## src/rtl/stream_sum_accumulator.sv

```systemverilog
// Signed burst accumulator around a 32-bit carry-bypass adder with valid/ready in/out handshakes.
// Define ACC_SATURATE_EN to clamp overflowing adds to the signed extreme instead of wrapping.

module carryBypassAdder #(
  parameter int unsigned WIDTH = 32,
  parameter int unsigned BLOCK = 4
) (
  input  logic [WIDTH-1:0] a_i,
  input  logic [WIDTH-1:0] b_i,
  input  logic             cin_i,
  output logic [WIDTH-1:0] sum_o,
  output logic             cout_o,
  output logic             overflow_o
);
  localparam int unsigned NBLK = WIDTH / BLOCK;

  logic [WIDTH-1:0] p;
  logic [WIDTH-1:0] g;
  logic             bc;
  logic             rc;
  logic             prop;
  logic             c_msb;

  assign p = a_i ^ b_i;
  assign g = a_i & b_i;

  // Ripple inside each block; a fully propagating block forwards its carry-in directly.
  always_comb begin
    sum_o = '0;
    bc    = cin_i;
    rc    = 1'b0;
    prop  = 1'b1;
    c_msb = 1'b0;
    for (int unsigned blk = 0; blk < NBLK; blk++) begin
      rc   = bc;
      prop = 1'b1;
      for (int unsigned j = 0; j < BLOCK; j++) begin
        sum_o[blk*BLOCK+j] = p[blk*BLOCK+j] ^ rc;
        if (blk*BLOCK+j == WIDTH-1) c_msb = rc;
        rc   = g[blk*BLOCK+j] | (p[blk*BLOCK+j] & rc);
        prop = prop & p[blk*BLOCK+j];
      end
      bc = prop ? bc : rc;
    end
  end

  assign cout_o     = bc;
  assign overflow_o = c_msb ^ bc;
endmodule

module stream_sum_accumulator #(
  parameter int unsigned WIDTH   = 32,
  parameter int unsigned COUNT_W = 8
) (
  input  logic               clk,
  input  logic               rst,
  input  logic               start,
  input  logic [COUNT_W-1:0] len,
  input  logic               in_valid,
  output logic               in_ready,
  input  logic [WIDTH-1:0]   in_data,
  output logic               out_valid,
  input  logic               out_ready,
  output logic [WIDTH-1:0]   out_sum,
  output logic               out_overflow,
  output logic [COUNT_W-1:0] out_count,
  output logic               busy
);
  typedef enum logic [1:0] {IDLE, ACCUM, DONE} state_e;

  state_e             state_q;
  logic [COUNT_W-1:0] len_q;
  logic [COUNT_W-1:0] cnt_q;
  logic [COUNT_W-1:0] cnt_d;
  logic [WIDTH-1:0]   sum_q;
  logic [WIDTH-1:0]   sum_d;
  logic               ovf_q;
  logic               in_ready_q;
  logic               out_valid_q;
  logic               busy_q;

  logic [WIDTH-1:0]   add_sum;
  logic               add_ovf;
  logic               adder_cout_unused;

  carryBypassAdder #(.WIDTH(WIDTH)) u_adder (
    .a_i        (sum_q),
    .b_i        (in_data),
    .cin_i      (1'b0),
    .sum_o      (add_sum),
    .cout_o     (adder_cout_unused),
    .overflow_o (add_ovf)
  );

`ifdef ACC_SATURATE_EN
  // An overflowing add can only push toward the sign of the operand.
  assign sum_d = !add_ovf       ? add_sum :
                 in_data[WIDTH-1] ? {1'b1, {(WIDTH-1){1'b0}}} :
                                    {1'b0, {(WIDTH-1){1'b1}}};
`else
  assign sum_d = add_sum;
`endif

  assign cnt_d = cnt_q + COUNT_W'(1);

  always_ff @(posedge clk or posedge rst) begin
    if (rst) begin
      state_q     <= IDLE;
      len_q       <= '0;
      cnt_q       <= '0;
      sum_q       <= '0;
      ovf_q       <= 1'b0;
      in_ready_q  <= 1'b0;
      out_valid_q <= 1'b0;
      busy_q      <= 1'b0;
    end else begin
      unique case (state_q)
        IDLE: begin
          if (start) begin
            len_q  <= len;
            cnt_q  <= '0;
            sum_q  <= '0;
            ovf_q  <= 1'b0;
            busy_q <= 1'b1;
            if (len != '0) begin
              state_q    <= ACCUM;
              in_ready_q <= 1'b1;
            end else begin
              state_q     <= DONE;
              out_valid_q <= 1'b1;
            end
          end
        end
        ACCUM: begin
          if (in_valid && in_ready_q) begin
            sum_q <= sum_d;
            ovf_q <= ovf_q | add_ovf;
            cnt_q <= cnt_d;
            if (cnt_d == len_q) begin
              state_q     <= DONE;
              in_ready_q  <= 1'b0;
              out_valid_q <= 1'b1;
            end
          end
        end
        DONE: begin
          if (out_ready) begin
            state_q     <= IDLE;
            out_valid_q <= 1'b0;
            busy_q      <= 1'b0;
          end
        end
        default: begin
          state_q     <= IDLE;
          in_ready_q  <= 1'b0;
          out_valid_q <= 1'b0;
          busy_q      <= 1'b0;
        end
      endcase
    end
  end

  assign in_ready     = in_ready_q;
  assign out_valid    = out_valid_q;
  assign out_sum      = sum_q;
  assign out_overflow = ovf_q;
  assign out_count    = cnt_q;
  assign busy         = busy_q;
endmodule
```

## config.mk

```make
export PLATFORM = sky130hd
export DESIGN_NAME = stream_sum_accumulator
export DESIGN_NICKNAME = d
export VERILOG_FILES = /design/src/rtl/stream_sum_accumulator.sv
export SDC_FILE = /design/constraint.sdc
export NUM_CORES = 1
export LEC_CHECK = 0
export CAP_MARGIN = 10
export CORE_MARGIN = 8
export CORE_UTILIZATION = 48
export CTS_BUF_LIST = sky130_fd_sc_hd__clkbuf_8
export DETAILED_ROUTE_END_ITERATION = 8
export PLACE_DENSITY = 0.86
export SYNTH_ARGS = -nofsm -noshare
export SYNTH_HDL_FRONTEND = slang
export SYNTH_HIERARCHICAL = 1
export SYNTH_SLANG_ARGS = --single-unit
```

## constraint.sdc

```tcl
create_clock -name clk -period 16.9 [get_ports clk]
set_input_delay 3.38 -clock clk [delete_from_list [all_inputs] [get_ports clk]]
set_output_delay 3.38 -clock clk [all_outputs]
set_load 0.1 [all_outputs]
```

## After elaboration in Yosys (flattened, before gate mapping)

Cells that the tools add are included.

- Register bits: 54
- Bits in latches: 0
- Memory bits (writable): 0
- ROM bits: 0
- Bits of input ports: 45
- Word-level logic and storage cells: 187
- Memories: 0

- Add/sub/neg operators: 1
- Multipliers: 0
- Divide/modulo/power cells: 0
- Order comparisons: 0
- Eq/ne operators: 9
- Shifts and indexed selects: 0
- Muxes and demuxes: 36
- Bitwise logic cells: 123
- Reductions and logical operators: 10

Operators by type and width:

| cell | count |
|---|---|
| 2-to-1 mux 32 bit | 2 |
| one-hot mux 32 bit (2 select lines) | 1 |
| AND 1 bit | 55 |
| AND 32 bit | 1 |
| OR 1 bit | 32 |
| XOR 1 bit | 32 |
| XOR 32 bit | 1 |
| 2-to-1 mux 1 bit | 20 |
| 2-to-1 mux 8 bit | 2 |
| one-hot mux 8 bit (2 select lines) | 1 |
| inequality test 2 bit, second input constant | 6 |
| 2-to-1 mux 2 bit | 5 |
| AND reduction 5 bit | 2 |
| one-hot mux 1 bit (3 select lines) | 3 |
| adder 8 x 1 -> 8 bit, second input constant | 1 |
| equality test 8 bit | 1 |
| nonzero test 8 bit | 1 |
| one-hot mux 2 bit (3 select lines) | 1 |
| AND reduction 3 bit | 2 |
| AND reduction 4 bit | 1 |
| equality test 2 x 1 -> 1 bit, second input constant | 1 |
| equality test 2 bit, second input constant | 1 |
| logical NOT 2 bit | 1 |
| NOT 1 bit | 2 |
| 4 further kinds | 4 |

## Logic depth before layout (Yosys ltp)

- Depth in word-level cells: 75
- Depth in mapped cells: 54
- Gate-level depth less buffers: 54

## Hierarchy

The synthesis kept the hierarchy.

Modules (own cells, without submodules):

| module | times used | cells each | area each (um^2) | seq. area each (um^2) |
|---|---|---|---|---|
| stream_sum_accumulator | 1 | 219 | 2399.8 | 1351.3 |
| carryBypassAdder | 1 | 114 | 1332.5 | 0.0 |

## Worst setup path before layout

No wires, ideal clock.

- Kind: input port to flip-flop
- Start: input port in_data[0]
- End: register ovf_q, in the netlist out_overflow
- Library setup time: 0.074 ns
- Arrival time: 17.434 ns
- Setup slack: -0.608 ns
- Cell stages on the path: 54
- Cell sequence: inv_1 > fa_1 > inv_1 > fa_1 > fa_1 > fa_1 > mux2_4 > fa_1 > fa_1 > fa_1 > fa_1 > a41oi_1 > nor2_1 > fa_1 > fa_1 > fa_1 > fa_1 > nand2_1 > [... 18 more ...] > inv_1 > fa_1 > fa_1 > fa_1 > fa_1 > nand2_1 > nand2_1 > fa_1 > fa_1 > fa_1 > inv_1 > fa_1 > nor2_1 > o21ai_0 > o311ai_0 > a311oi_1 > a21oi_1 > nor2_1

- Longest elaborated chain between the ends: 75
- Elaborated cells on any way between the ends: 79
- Classes of those cells: 10 x mux; 69 x bitwise

Ends and longest elaborated chain:

| element | line | text |
|---|---|---|
| start, declared | 61 | `input logic [WIDTH-1:0] in_data,` |
| AND 32 bit | 25 | `assign g = a_i & b_i;` |
| AND 1 bit | 40 | `rc = g[blk*BLOCK+j] \| (p[blk*BLOCK+j] & rc);` |
| OR 1 bit | 40 |  |
| AND 1 bit | 40 |  |
| OR 1 bit | 40 |  |
| AND 1 bit | 40 |  |
| OR 1 bit | 40 |  |
| 2-to-1 mux 1 bit * | 43 | `bc = prop ? bc : rc;` |
| [... 60 more ...] | -- |  |
| AND 1 bit | 40 |  |
| OR 1 bit | 40 |  |
| 2-to-1 mux 1 bit | 43 |  |
| XOR 1 bit * | 48 | `assign overflow_o = c_msb ^ bc;` |
| named net add_ovf | 83 | `logic add_ovf;` |
| OR 1 bit * | 137 | `ovf_q <= ovf_q \| add_ovf;` |
| 2-to-1 mux 1 bit * | 135 | `if (in_valid && in_ready_q) begin` |
| one-hot mux 1 bit (2 select lines) * | 117 | `unique case (state_q)` |
| end signal, assigned | 137 |  |
| end, declared | 77 | `logic ovf_q;` |

Mark *: on every way through the listed nets, which the timed path passes. The rest lies on a longest branch. The select of a mux whose other input is x is not followed.
A chain may end at the register's enable or synchronous reset.

## Final worst setup path

Ends and elaborated chain as after synthesis.

==> run metrics <==
DIE AREA 0.0108 mm^2; Die X ~100 um; Vias around 3.0k; worst setup path startpoint in_data[0]; met3 Track Usage GR 0.0421; minimum clock period after layout approximately 17 ns; crit path capture type flip-flop; H-Tree Depth 2; worst slew pin tran around 1.1 ns; TritonRoute pass-1 iters 4; root buf cell clkbuf_8; CP bufs+invs 22; DP Area approximately 0.0048 mm^2; DRC 0; max-slew violations 0; CTS max path bufs 2; Detailed Route Iter0 Violations 73; antenna-violating nets left 0; largest net degree at the start of global routing 55; Fin Clk Skew 0.0118 ns; worst-path maximum fanout 4; Clock Sinks between 50 and 60; Routed wire per std cell 17.0 um; worst r2r src out_sum[0]; CP arrival 17.14 ns; CP most frequent cell fa_2; met1 GRT Util 0.192; Synth Cell Area approximately 0.0037 mm^2; met2 usage 0.324; Post-Route WL 9360 um; final hold vios 0; status complete, but fails checks; GRT busiest layer met2; total track usage 0.172; relative max-transition margin 0.254; antenna violations before repair 0; initial core utilization 0.489; Die Y between 100 and 150 um; most frequent cells in the layout clkdlybuf4s50_1, dfrtp_1, buf_4, nand2_1, ha_1; Row Count 32; Gate Count Post-Synth between 300 and 400; most common cell after layout, fill and taps aside clkdlybuf4s50_1; failing checks setup timing; post-layout instance area 0.00518 mm^2; Max-Cap Viols 0; Core ar. approximately 0.0076 mm^2; IO Count 89; Nets 558; final setup fails 1; worst setup margin -0.000853 ns; first-pass GRT wire length around 16000 um; Hold Crit Start len_q[1]; CP top delay family adder cells; WP data required 17.13 ns; Via density 5.37; synth warn 6; CP max stage delay ~0.40 ns; critical path class input port to flip-flop; fin crit share 1.00; Critical Path Start Type input port; PortBufs 88; layout cells sized above 1 0.220; Critical-path top delay cell fa_2; remaining global-route overflow 0; routability cong. slightly above 0.8; area growth from synthesis to layout 39.4%; ant diodes 0; Num CTS Buffers 5; clock transition at the registers of the reported paths around 0.11 ns; TritonCTS clock tree done; Fmax achieved 0.0592 GHz; RSZ-0062 raised after global routing true; syn_area_per_cell between 10 and 15 um^2; Worst-Skew Late Latency ~0.31 ns; hpwl dp 6760 um; hold crit path type flip-flop to flip-flop; number of global-route vias before repair about 3.3k
worst register-to-register path: cells and delay by family (launching register included):
family | cells | cell delay [ns]
fa+ha+maj | 28 | 9.68
buf+inv | 21 | 1.90
compound gates | 7 | 1.06
simple gates | 9 | 0.83
flops | 1 | 0.42
mux | 1 | 0.28
sequential cells by signal, summed over array words and instances, names as in the netlist:
name          count
in_ready          1
busy              1
out_sum          32
len_q             8
out_count         8
state_q           2
out_overflow      1
out_valid         1
stage by stage:
step,TNS (ns),hold slack [ns],setup WS (ns),cells,util
after global routing,-0.469,0.563,-0.410,551,0.681
after detailed placement,-2.24,0.499,-1.14,520,0.634
after floorplan,0,0.478,0.00412,332,-
after global placement,-1.27,0.493,-0.797,520,0.634
final,-0.000853,0.522,-0.000853,551,0.681
after CTS,-0.0397,0.525,-0.0397,546,0.674
routing by layer:
layer / part of all wire / up-vias / wire length (um)
met3: 0.046 / 9 / 432
met2: 0.54 / 76 / 5050
met1: 0.41 / 1488 / 3810
met4: 0.0078 / 0 / 73
li1: - / 1384 / -
met5: 0 / - / 0
timing repair:
action,in CTS,in global routing
endpoints found under the setup margin,3,2
pin swaps,5,10
hold buffers,0,0
setup buffers,18,5
gates resized for setup,20,14
layout make-up:
type                            count  area (um^2)
Inverter                           16         60.1
Multi-Input combinational cell    248         2390
Sequential cell                    54         1350
Fill cell                         575         2420
Tap cell                          102          128
Timing Repair Buffer              123         1140
Clock inverter                      3         45.0
Clock buffer                        5         68.8
path summary, 6_finish.rpt:
path | end | slack [ns] | cells past startpoint
min reg2reg | len_q[1] | 0.52 | 1
max reg2reg | out_overflow | 2.69 | 66
max in group asynchronous | out_count[0] | 12.87 | 3
min | len_q[1] | 0.52 | 1
max | out_overflow | -0.0009 | 67
min in group asynchronous | len_q[1] | 3.58 | 3
Power is left out: the tool's default activity adds up to more than one toggle a clock period on the data nets, which glitch-free logic cannot reach.
